<file path="src/rtl/event_tone_gen.sv">
// Event-driven square-wave tone generator feeding the audio codec DAC FIFO: a short beep per score tick and a long crash tone on game over.
// Optional TONE_SWEEP_EN: the crash half-period grows by 8 every 1024 pushes, giving a descending pitch.
module event_tone_gen #(
    parameter logic [23:0] AMPLITUDE  = 24'h200000,
    parameter int          BEEP_HALF  = 24,
    parameter int          BEEP_LEN   = 4800,
    parameter int          CRASH_HALF = 96,
    parameter int          CRASH_LEN  = 24000
) (
    input  logic        clk,
    input  logic        reset,
    input  logic        score_tick,
    input  logic        game_over,
    input  logic        write_ready,
    output logic        write,
    output logic [23:0] writedata_left,
    output logic [23:0] writedata_right
);

    typedef enum logic [1:0] {
        IDLE  = 2'd0,
        BEEP  = 2'd1,
        CRASH = 2'd2
    } state_t;

    localparam logic [23:0] POS_SAMPLE  = AMPLITUDE;
    localparam logic [23:0] NEG_SAMPLE  = 24'(~AMPLITUDE + 24'd1);
    localparam logic [23:0] BEEP_LEN_W  = 24'(BEEP_LEN);
    localparam logic [23:0] BEEP_HALF_W = 24'(BEEP_HALF);
    localparam logic [23:0] CRASH_LEN_W = 24'(CRASH_LEN);
    localparam logic [23:0] CRASH_HALF_W = 24'(CRASH_HALF);

    state_t      state_reg;
    logic        write_reg;
    logic        init_hold_reg;
    logic        phase_reg;
    logic        game_over_d_reg;
    logic [23:0] data_reg;
    logic [23:0] len_reg;
    logic [23:0] half_cnt_reg;
    logic [23:0] half_period_reg;
`ifdef TONE_SWEEP_EN
    logic [9:0]  sweep_cnt_reg;
`endif

    logic        go_rise;
    logic        beep_req;
    logic        push_issue;
    logic        half_wrap;
    logic [23:0] sample_next;

    always_comb begin
        go_rise     = game_over && !game_over_d_reg;
        beep_req    = score_tick && !game_over && (state_reg != CRASH);
        // init_hold_reg suppresses a push in the first cycle after reset release
        push_issue  = write_ready && !write_reg && !init_hold_reg;
        half_wrap   = ((half_cnt_reg + 24'd1) >= half_period_reg);
        sample_next = 24'h000000;
        if (state_reg != IDLE) begin
            sample_next = phase_reg ? NEG_SAMPLE : POS_SAMPLE;
        end
    end

    always_ff @(posedge clk) begin
        if (reset) begin
            state_reg       <= IDLE;
            write_reg       <= 1'b0;
            init_hold_reg   <= 1'b1;
            phase_reg       <= 1'b0;
            game_over_d_reg <= 1'b0;
            data_reg        <= 24'h000000;
            len_reg         <= 24'd0;
            half_cnt_reg    <= 24'd0;
            half_period_reg <= 24'd0;
`ifdef TONE_SWEEP_EN
            sweep_cnt_reg   <= 10'd0;
`endif
        end else begin
            init_hold_reg   <= 1'b0;
            game_over_d_reg <= game_over;
            write_reg       <= push_issue;
            if (push_issue) begin
                data_reg <= sample_next;
            end

            if (go_rise) begin
                state_reg       <= (CRASH_LEN_W == 24'd0) ? IDLE : CRASH;
                len_reg         <= CRASH_LEN_W;
                half_cnt_reg    <= 24'd0;
                phase_reg       <= 1'b0;
                half_period_reg <= CRASH_HALF_W;
`ifdef TONE_SWEEP_EN
                sweep_cnt_reg   <= 10'd0;
`endif
            end else if (beep_req) begin
                state_reg       <= (BEEP_LEN_W == 24'd0) ? IDLE : BEEP;
                len_reg         <= BEEP_LEN_W;
                half_cnt_reg    <= 24'd0;
                phase_reg       <= 1'b0;
                half_period_reg <= BEEP_HALF_W;
            end else if (write_reg && (state_reg != IDLE)) begin
                // tone timing advances only on samples actually pushed
                if (len_reg <= 24'd1) begin
                    state_reg    <= IDLE;
                    len_reg      <= 24'd0;
                    half_cnt_reg <= 24'd0;
                    phase_reg    <= 1'b0;
                end else begin
                    len_reg <= len_reg - 24'd1;
                    if (half_wrap) begin
                        phase_reg    <= ~phase_reg;
                        half_cnt_reg <= 24'd0;
                    end else begin
                        half_cnt_reg <= half_cnt_reg + 24'd1;
                    end
`ifdef TONE_SWEEP_EN
                    if (state_reg == CRASH) begin
                        sweep_cnt_reg <= sweep_cnt_reg + 10'd1;
                        if (sweep_cnt_reg == 10'd1023) begin
                            half_period_reg <= (half_period_reg >= 24'hFFFFF8) ?
                                               24'hFFFFFF : half_period_reg + 24'd8;
                        end
                    end
`endif
                end
            end
        end
    end

    assign write           = write_reg;
    assign writedata_left  = data_reg;
    assign writedata_right = data_reg;

endmodule
</file>
<file path="config.mk">
export PLATFORM = sky130hd
export DESIGN_NAME = event_tone_gen
export DESIGN_NICKNAME = d
export VERILOG_FILES = /design/src/rtl/event_tone_gen.sv
export SDC_FILE = /design/constraint.sdc
export NUM_CORES = 1
export LEC_CHECK = 0
export ABC_AREA = 1
export ABC_CLOCK_PERIOD_IN_PS = 5700
export CAP_MARGIN = 25
export CELL_PAD_IN_SITES_DETAIL_PLACEMENT = 1
export CELL_PAD_IN_SITES_GLOBAL_PLACEMENT = 1
export CORE_MARGIN = 2
export CORE_UTILIZATION = 42
export CTS_CLUSTER_DIAMETER = 30
export DETAILED_ROUTE_END_ITERATION = 7
export HOLD_SLACK_MARGIN = 0.1
export MAX_ROUTING_LAYER = met4
export PLACE_DENSITY = 0.95
export SLEW_MARGIN = 5
export SYNTH_ARGS = -nofsm -noshare
export SYNTH_HDL_FRONTEND = slang
export SYNTH_SLANG_ARGS = --single-unit
</file>
<file path="constraint.sdc">
create_clock -name clk -period 5.7 [get_ports clk]
set_clock_uncertainty 0.2 [all_clocks]
set_input_delay 1.14 -clock clk [delete_from_list [all_inputs] [get_ports clk]]
set_output_delay 1.14 -clock clk [all_outputs]
set_load 0.02 [all_outputs]
</file>
==> impl_results.md, run 1 <==
- Status: finished clean
- WHS Path Cells: 2
- Largest net degree at the start of global routing: 31
- Avg WL per Cell: 14.5 microns
- Worst R2R Start: half_cnt_reg[0]
- Number of flops mapped to enable cells by yosys: 0
- Post-CTS sizing: 0
- Die Wd: 96.1 microns
- Max_cap viols: 0
- Total Nets Final: 539
- Worst min path class: reg2reg
- Ys async rst share: 0
- Routed Antenna Nets: 0
- Most instantiated cells after synthesis: nand2_1 (99), nor2_1 (78), inv_1 (69), dfxtp_1 (58), buf_4 (47)
- Setup Fix Bufs, Post-CTS: 0
- Yosys top cell area share: 0.326
- Reg clk slew, reported paths: 0.06 ns
- Residual DRC count: 0
- Row cnt: 33
- Area grow syn2layout: 6.74%
- Via-to-Cell Ratio: 4.95
- Port-buffer cells: 11
- I/O pins: 54
- Post-synth top flop: dfxtp_1
- Min cycle time layout: 3.55 ns
- Dominant cell type by area after synthesis: dfxtp_1
- Crit Path Max Fanout: 25
- Clk_lat worst skew: 0.35 ns
- Worst r2r path cells: 12
- Hold EP: half_cnt_reg[23]
- Worst R2R End: half_cnt_reg[5]
- Most common cell in the netlist: nand2_1
- Post-CTS Hold Buffers: 0
- Initial Utilization: 0.434
- Peak VDD IR: 0.000132 V
- Filler instances: 1111
- Setup slack, reg-to-reg: 2.84 ns
- Rel. slew slack: 0.432
- Worst-Margin Slew: 0.851 ns
- Arrival @ worst endpoint: 3.63 ns
- Core footprint: 8220 sq um
- Final setup TNS: 0 ns
- Seq/Total Area, Yosys: 0.326
- DP Area: 3590 sq um
- Full die area: 9240 sq um
- Syn Area/Cell: 6.88 sq um
- First-pass GRT wire length: 15100 microns
- CTS max path bufs: 2
- Total congestion overflow: 0
- Leakage: 1.67 nW
- Ys Warns: 0
- Post-DP HPWL: 6660 microns
- Initial antenna violation count: 0
- Vias: 3156
- Cts bufs inserted: 9
- Post-Syn Area: 3570 sq um
- Min-Delay Startpoint: half_cnt_reg[23]
- Total power: 0.000971 W
- RSZ-0062 raised after global routing: false
- Worst Setup End Kind: flip-flop
- Multi-input gate area: 1910 sq um
- Hold Violations, Final: 0
- Clk root buf: clkbuf_8
- Tot GR Track Use: 0.219
- Area contributors post-synth: dfxtp_1 (33%), nand2_1 (10%), buf_4 (9.9%)
- Startpoint class of the critical path: input port
- PD cells: 255 nW/um^2
- Syn Inst Count: 518
- Die Ht: 96.1 microns
- Initial DRT Pass Iterations: 4
- Antenna cell count: 0
- Routed WL: 9250 microns
- FF+latch count, synth: 58
- CP required: 5.78 ns
- Tcrit/Tclk final: 0.622
- GPL Wtd Cong: 0.857
- Slew Viols, Final: 0
- Initial drt markers: 79
- Synth unique cells: 38
- CTS H-Tree Depth: 3
- CP Class: in2reg
- Share of layout cells above drive strength 1: 0.0733
- Fmax: 282 MHz
- Reg area: 1160 sq um
- Finished Cell Area: 3810 sq um
- CTS tree: done
- Vias in the first global route: 3244
- # clock sinks: 58
- Setup violations, final: 0
==> kinds of logic (layout without fill, tap and decap cells) <==
logic type	after synthesis	count (layout)	synth area share
adders and majority gates	7	7	0.0246
buffers and inverters	125	98	0.181
and+or+nand+nor	258	258	0.336
xor gates and xnor gates	27	27	0.0663
AOI/OAI and AO/OA	42	42	0.0646
DFF	58	58	0.326
other	1	42	0.00105
==> worst max-delay path, stage by stage <==
cell             delay, ns
clkdlybuf4s50_1       0.67
or2_2                 0.45
nor2_1                0.21
inv_1                 0.41
nor2_1                0.33
inv_1                 0.24
a21oi_1               0.17
==> worst max-delay path by stage <==
stage               startpoint     endpoint  slack, ns  cells past startpoint
floorplan            game_over  len_reg[19]       3.14                      9
CTS                      reset   len_reg[3]       2.15                      7
detailed placement  score_tick  len_reg[21]       1.81                      8
finish                   reset  len_reg[16]       2.15                      7
global route             reset  len_reg[21]       1.93                      7
global placement         reset  len_reg[22]       1.95                      7
==> cells in the final DEF (no fill, tap or decap), types with 2 or more instances in the layout <==
cell	n
clkdlybuf4s50_1	11
o21ai_0	8
nor4_1	2
a31oi_1	2
a21oi_1	25
nand3_1	19
inv_1	69
nor2_1	77
nand2_1	99
a221oi_1	2
xnor2_1	4
nor3_1	22
bufinv_16	2
clkinv_2	2
nor2_4	5
ha_1	7
xor2_1	23
conb_1	42
dfxtp_1	58
nand2_2	5
nor2_2	3
nor2_8	2
nand4_1	15
clkbuf_8	10
or2_2	2
==> power breakdown <==
part           leakage, nW  total (W)  switching (W)  internal (W)
Combinational         1.09   0.000115      0.0000846     0.0000302
Sequential           0.471   0.000422     0.00000769      0.000414
Clock                0.109   0.000435       0.000178      0.000257
Total                 1.67   0.000971       0.000271      0.000701
==> layer usage <==
layer,track usage,vias to the layer above,share of wire
li1,-,1556,-
met1,0.231,1524,0.43
met2,0.409,57,0.52
met3,0.0360,19,0.031
met4,0.0798,0,0.017
met5,-,-,0
==> cell type report <==
class	instances	share of cell area
multi-input combinational	376	0.503
timing repair buffer	12	0.0309
inverter	70	0.0690
clock inverter	5	0.0204
clock buffer	11	0.0371
sequential	58	0.305
tap	105	0.0345
==> metrics by stage <==
step / instances / hold WS, ns / util / setup slack [ns]
finish: 637 / 0.270 / 0.463 / 2.15
global route: 637 / 0.294 / 0.463 / 1.93
CTS: 637 / 0.270 / 0.463 / 2.15
detailed placement: 621 / 0.252 / 0.437 / 1.81
global placement: 621 / 0.247 / 0.437 / 1.95
floorplan: 559 / 0.236 / - / 3.14
Note: power is estimated with default switching activity, not from simulation.
==> run 2, diff against run 1 <==
--- a/config.mk
+++ b/config.mk
@@ -6,17 +6,17 @@
 export NUM_CORES = 1
 export LEC_CHECK = 0
 export ABC_AREA = 1
-export ABC_CLOCK_PERIOD_IN_PS = 5700
+export ABC_CLOCK_PERIOD_IN_PS = 3400
 export CAP_MARGIN = 25
 export CELL_PAD_IN_SITES_DETAIL_PLACEMENT = 1
 export CELL_PAD_IN_SITES_GLOBAL_PLACEMENT = 1
 export CORE_MARGIN = 2
-export CORE_UTILIZATION = 42
+export CORE_UTILIZATION = 39
 export CTS_CLUSTER_DIAMETER = 30
 export DETAILED_ROUTE_END_ITERATION = 7
 export HOLD_SLACK_MARGIN = 0.1
 export MAX_ROUTING_LAYER = met4
-export PLACE_DENSITY = 0.95
+export PLACE_DENSITY = 0.91
 export SLEW_MARGIN = 5
 export SYNTH_ARGS = -nofsm -noshare
 export SYNTH_HDL_FRONTEND = slang
==> constraint.sdc (replaced) <==
create_clock -name clk -period 3.4 [get_ports clk]
set_clock_uncertainty 0.2 [all_clocks]
set_input_delay 0.68 -clock clk [delete_from_list [all_inputs] [get_ports clk]]
set_output_delay 0.68 -clock clk [all_outputs]
set_load 0.02 [all_outputs]
==> run 2 against run 1 <==
Critical path depth rose by 7. Sequential share of layout area decreased by 0.20 points. Power up 66%. Via count rose by 0.73%. Combinational power is 70% higher. Global-route usage down 2.2 points. Register-to-register slack worse by 2.2 ns. Die area increased by 7.4%. First-iteration DRC count up 49%. Worst hold slack gained 0.0044 ns. Non-clock buffer count up 3. Setup slack lost 1.5 ns. Largest cell class unchanged.
==> impl_results.md, run 2 (synthesized netlist as in run 1, its figures left out) <==
- Status: finished clean
- Min-Delay Startpoint: len_reg[23]
- Switching Share: 0.283 (+0.00422)
- Worst min path class: reg2reg
- Clk_lat worst skew: 0.34 ns (about the same)
- Largest net degree at the start of global routing: 30 (-3.2%)
- Total congestion overflow: 0 (unchanged)
- Die Wd: 99.6 microns (+3.6%)
- Most frequent cells in the layout: nand2_1 (99), nor2_1 (77), inv_1 (69), dfxtp_1 (58), conb_1 (42)
- Seq pwr share: 0.438 (+0.004)
- Initial drt markers: 118 (+49%)
- Avg WL per Cell: 13.9 microns (-4.1%)
- Hold Violations, Final: 0 (unchanged)
- Post-CTS Hold Buffers: 0 (unchanged)
- Worst R2R Start: half_cnt_reg[0]
- Clk root buf: clkbuf_8
- Slowest stage delay, CP: 0.38 ns (-0.29 ns)
- RSZ-0062 raised after global routing: false
- Worst-Margin Slew: 0.515 ns (-0.336 ns)
- Setup slack, reg-to-reg: 0.69 ns (-2.15 ns)
- Arrival @ worst endpoint: 2.79 ns (-0.84 ns)
- Crit path max-delay family: simple AND/OR/NAND/NOR gates
- Cts bufs inserted: 9 (unchanged)
- WHS Path Cells: 2 (unchanged)
- Total Nets Final: 542 (+0.56%)
- GPL Wtd Cong: 0.823 (-3.9%)
- Setup violations, final: 0 (unchanged)
- Reg area: 1160 sq um (unchanged)
- Final setup TNS: 0 ns (unchanged)
- First-pass GRT wire length: 15300 microns (+1.1%)
- Startpoint class of the critical path: flip-flop
- Initial antenna violation count: 0 (unchanged)
- CTS H-Tree Depth: 3 (unchanged)
- Levels on crit path: 14 (+7)
- Leakage: 1.68 nW (+0.56%)
- Worst r2r path cells: 14 (+2)
- Vias: 3179 (+0.73%)
- Slew Viols, Final: 0 (unchanged)
- PD cells: 421 nW/um^2 (+65%)
- Internal: 0.00116 W (+65%)
- CTS tree: done
- Crit Path Max Fanout: 6 (-76%)
- CP required: 3.48 ns (-2.30 ns)
- Initial DRT Pass Iterations: 4 (unchanged)
- Max_cap viols: 0 (unchanged)
- CP Class: reg2reg
- Tot GR Track Use: 0.198 (-0.0218)
- Multi-input gate area: 1910 sq um (unchanged)
- Antenna cell count: 0 (unchanged)
- Area grow syn2layout: 7.44%
- Fmax: 369 MHz
- Most common cell after layout, fill and taps aside: nand2_1
- Full die area: 9920 sq um (+7.4%)
- Combinational Power Share: 0.122 (+0.004)
- Initial Utilization: 0.405 (-0.0290)
- Share of layout cells above drive strength 1: 0.0804 (+0.00707)
- Worst Setup End Kind: flip-flop
- Peak VDD IR: 0.000153 V (+16%)
- Setup Fix Bufs, Post-CTS: 0 (unchanged)
- Net Sw Power: 0.000456 W (+69%)
- Slowest-stage cell, CP: dfxtp_1
- Routed Antenna Nets: 0 (unchanged)
- Clk pwr share: 0.440 (-0.008)
- Post-CTS sizing: 0 (unchanged)
- CTS max path bufs: 2 (unchanged)
- Final core occ: 0.435 (-0.0282)
- Tcrit/Tclk final: 0.798
- Row cnt: 34 (+3.0%)
- Residual DRC count: 0 (unchanged)
- Filler instances: 1166 (+5.0%)
- Rel. slew slack: 0.653 (+0.221)
- CP cell instances: ha_1, nand2_2, nor2_1, xor2_1, ha_1, a21oi_1, o21bai_1, nand2_1, nand3_1, nor2_4, nand2_2, nand2_2, nand2_1, a21oi_2
- Reg clk slew, reported paths: 0.07 ns (about the same)
- Critical path launch point: half_cnt_reg[0]
- I/O pins: 54 (unchanged)
- Routed WL: 8950 microns (-3.2%)
- Core footprint: 8810 sq um (+7.2%)
- Die Ht: 99.6 microns (+3.6%)
- Min cycle time layout: 2.71 ns
- Vias in the first global route: 3408 (+5.1%)
- Post-DP HPWL: 6610 microns (-0.81%)
- Most Frequent Cell on Critical Path: nand2_2
- Bufs and invs on worst path: 0 (-3)
- Port-buffer cells: 11 (unchanged)
- # clock sinks: 58 (unchanged)
- Via-to-Cell Ratio: 4.94 (-0.21%)
run 2: changes by cell type in the layout (fill, tap and decap cells not counted), sizes merged:
cell	change
clkinv	+1
clkbuf	-2
buf	+3
clkinvlp	+1
run 2: worst min-delay path: stages, from the launching register on:
cell     delay (ns)
dfxtp_1        0.31
inv_1          0.06
a21oi_1        0.06
run 2: path summary, 6_finish.rpt:
kind	to
min reg2reg	len_reg[23]
max reg2reg	phase_reg
min	len_reg[23]
max	phase_reg
run 2: layout make-up:
| cell class | instances | area share |
|---|---|---|
| clock buffer | 9 | 0.0323 |
| sequential | 58 | 0.303 |
| tap | 108 | 0.0353 |
| timing repair buffer | 15 | 0.0366 |
| inverter | 70 | 0.0686 |
| clock inverter | 7 | 0.0245 |
| multi-input combinational | 376 | 0.500 |
run 2: metal layers:
layer	up-vias	GRT usage	routed length, microns
met5	-	-	0
met2	76	0.353	4700
met3	21	0.0344	278
met4	0	0.0969	224
met1	1516	0.210	3750
li1	1566	-	-
run 2: metrics by stage:
stage	hold slack (ns)	setup slack, ns	cells	power (W)	instance area [sq um]
floorplan	0.236	1.07	559	0.000907	3720
global placement	0.247	0.745	627	0.000905	3610
detailed placement	0.267	0.498	627	0.000915	3610
CTS	0.277	0.664	643	0.00163	3830
global route	0.312	0.393	643	0.00168	3830
finish	0.274	0.688	643	0.00161	3830
run 2: power by group through the flow:
stage          clock network, W  registers (W)  logic [W]
2_1_floorplan                 0       0.000720   0.000187
3_3_place_gp                  0       0.000721   0.000184
3_5_place_dp                  0       0.000722   0.000193
4_1_cts                0.000723       0.000707   0.000195
5_1_grt                0.000754       0.000709   0.000217
6_report               0.000710       0.000707   0.000196
==> run 3, diff against run 2 <==
--- a/config.mk
+++ b/config.mk
@@ -6,7 +6,7 @@
 export NUM_CORES = 1
 export LEC_CHECK = 0
 export ABC_AREA = 1
-export ABC_CLOCK_PERIOD_IN_PS = 3400
+export ABC_CLOCK_PERIOD_IN_PS = 2600
 export CAP_MARGIN = 25
 export CELL_PAD_IN_SITES_DETAIL_PLACEMENT = 1
 export CELL_PAD_IN_SITES_GLOBAL_PLACEMENT = 1
==> constraint.sdc (replaced) <==
create_clock -name clk -period 2.6 [get_ports clk]
set_clock_uncertainty 0.2 [all_clocks]
set_input_delay 0.52 -clock clk [delete_from_list [all_inputs] [get_ports clk]]
set_output_delay 0.52 -clock clk [all_outputs]
set_load 0.02 [all_outputs]
==> run 3 against run 2 <==
Sequential cell count stayed put. Largest power group unchanged. Die area stayed put. Combinational power is 33% higher. Largest cell class unchanged.
==> impl_results.md, run 3 (synthesized netlist as in run 1, its figures left out) <==
- Worst min path class: reg2reg
- Initial drt markers: 125 (+5.9%)
- Tot GR Track Use: 0.208 (+0.0101)
- Leakage: 1.73 nW (+3.0%)
- CP Class: reg2reg
- # clock sinks: 58 (unchanged)
- Final setup TNS: 0 ns (unchanged)
- Vias: 3194 (+0.47%)
- Largest net degree at the start of global routing: 30 (unchanged)
- Setup violations, final: 0 (unchanged)
- WHS Path Cells: 2 (unchanged)
- Post-Layout Cell Count: 648 (+0.78%)
- Total Nets Final: 547 (+0.92%)
- CP required: 2.70 ns (-0.78 ns)
- DP Area: 3630 sq um (+0.42%)
- Min-Delay Startpoint: half_cnt_reg[23]
- Worst r2r path cells: 15 (+1)
- Routed WL: 9500 microns (+6.1%)
- Worst R2R Start: half_cnt_reg[1]
- Worst Setup End Kind: flip-flop
- Core footprint: 8810 sq um (unchanged)
- Row cnt: 34 (unchanged)
- GPL Wtd Cong: 0.880 (+6.9%)
- Min cycle time layout: 2.47 ns (-0.246 ns)
- Routed Antenna Nets: 0 (unchanged)
- Worst R2R End: phase_reg
- Full die area: 9920 sq um (unchanged)
- Via-to-Cell Ratio: 4.93 (-0.30%)
- Fmax: 405 MHz (+10%)
- Worst-Margin Slew: 0.516 ns (+0.000909 ns)
- Final setup margin: 0.133 ns (-0.554 ns)
- Startpoint class of the critical path: flip-flop
- Slowest stage delay, CP: 0.38 ns (about the same)
- Peak VDD IR: 0.000189 V (+24%)
- Hold Violations, Final: 0 (unchanged)
- Die Ht: 99.6 microns (unchanged)
- Worst slack at placement: -0.0343 ns (-0.533 ns)
- Die Wd: 99.6 microns (unchanged)
- Avg WL per Cell: 14.7 microns (+5.3%)
- Share of layout cells above drive strength 1: 0.107 (+0.0270)
- CTS tree: done
- CTS H-Tree Depth: 3 (unchanged)
- CTS max path bufs: 2 (unchanged)
- Port-buffer cells: 11 (unchanged)
- I/O pins: 54 (unchanged)
- Antenna cell count: 0 (unchanged)
- Crit path max-delay family: simple AND/OR/NAND/NOR gates
- Crit Path Max Fanout: 6 (unchanged)
- Vias in the first global route: 3339 (-2.0%)
- Slew Viols, Final: 0 (unchanged)
- Slowest-stage cell, CP: dfxtp_4
- Rel. slew slack: 0.653 (about the same)
- Max_cap viols: 0 (unchanged)
- Filler instances: 1153 (-1.1%)
- Most frequent cells in the layout: nand2_1 (98), nor2_1 (76), inv_1 (69), dfxtp_1 (54), conb_1 (42)
- Initial Utilization: 0.405 (unchanged)
- Finished Cell Area: 3930 sq um (+2.6%)
- Initial DRT Pass Iterations: 4 (unchanged)
- PD cells: 544 nW/um^2 (+29%)
- Clk root buf: clkbuf_8
- Cts bufs inserted: 9 (unchanged)
- First-pass GRT wire length: 15800 microns (+3.8%)
- Residual DRC count: 0 (unchanged)
- Most common cell after layout, fill and taps aside: nand2_1
- Initial antenna violation count: 0 (unchanged)
- Placed cells: 629 (+0.32%)
- Clk_lat worst skew: 0.36 ns (+0.02 ns)
- Tcrit/Tclk final: 0.949 (+0.151)
- Bufs and invs on worst path: 0 (unchanged)
- CP cell instances: nand2_2, nor2_8, xor2_2, ha_1, nand3_1, nand2_1, a21oi_1, o21bai_1, nand2_1, nand3_2, nor2_4, nand2_2, nand2_2, nand2_1, a21oi_2
- Arrival @ worst endpoint: 2.56 ns (-0.23 ns)
- Area grow syn2layout: 10.2%
- Total congestion overflow: 0 (unchanged)
- Total power: 0.00214 W (+33%)
- Post-DP HPWL: 6610 microns (about the same)
- Setup slack, reg-to-reg: 0.13 ns (-0.55 ns)
- Reg clk slew, reported paths: 0.07 ns (about the same)
- Status: finished clean
- Hold EP: half_cnt_reg[23]
[run 3: tightest hold or removal path, stage by stage, from the launching register on]
cell	delay (ns)
dfxtp_1	0.32
nand2_1	0.06
nor2_1	0.04
[run 3: worst max path at each step]
stage                    start         endpoint  slack, ns  depth (start not counted)
5_1_grt        half_cnt_reg[0]  half_cnt_reg[0]      -0.04                         15
6_report       half_cnt_reg[1]        phase_reg       0.13                         15
2_1_floorplan  half_cnt_reg[0]        phase_reg       0.27                         14
4_1_cts        half_cnt_reg[0]  half_cnt_reg[6]       0.02                         13
3_5_place_dp         game_over      len_reg[21]      -0.03                          9
3_3_place_gp   half_cnt_reg[0]        phase_reg       0.13                         14
[run 3: metrics by stage]
stage	hold slack, ns	utilization
floorplan	0.236	-
global placement	0.247	0.412
detailed placement	0.249	0.412
CTS	0.269	0.441
global route	0.278	0.446
finish	0.263	0.446
[run 3: power by group]
group          total (W)  internal, W  switching, W
logic           0.000260    0.0000724      0.000188
registers       0.000922     0.000906     0.0000168
clock network   0.000956     0.000563      0.000394
[run 3: metal layers]
metal / part of all wire / vias to the layer above / GRT usage
met3: 0.033 / 17 / 0.0541
met2: 0.52 / 62 / 0.359
met4: 0.018 / 0 / 0.0769
met5: 0 / - / -
met1: 0.43 / 1546 / 0.230
li1: - / 1569 / -
[run 3: area by class of cell]
cell class              instances  area, sq um  share of cell area
clock buffers                  11          141              0.0360
repair buffers                 20          178              0.0452
clock inverters                 5         77.6              0.0197
well taps                     108          135              0.0344
multi-input cells             376         1970               0.500
flip-flops and latches         58         1170               0.298
inverters                      70          263              0.0668
[run 3: timing repair]
action,CTS,global route
hold endpoints to repair,0,0
setup buffers,1,2
hold buffers,0,0
pin swaps,2,3
gates resized for setup,6,10
endpoints found under the setup margin,8,8
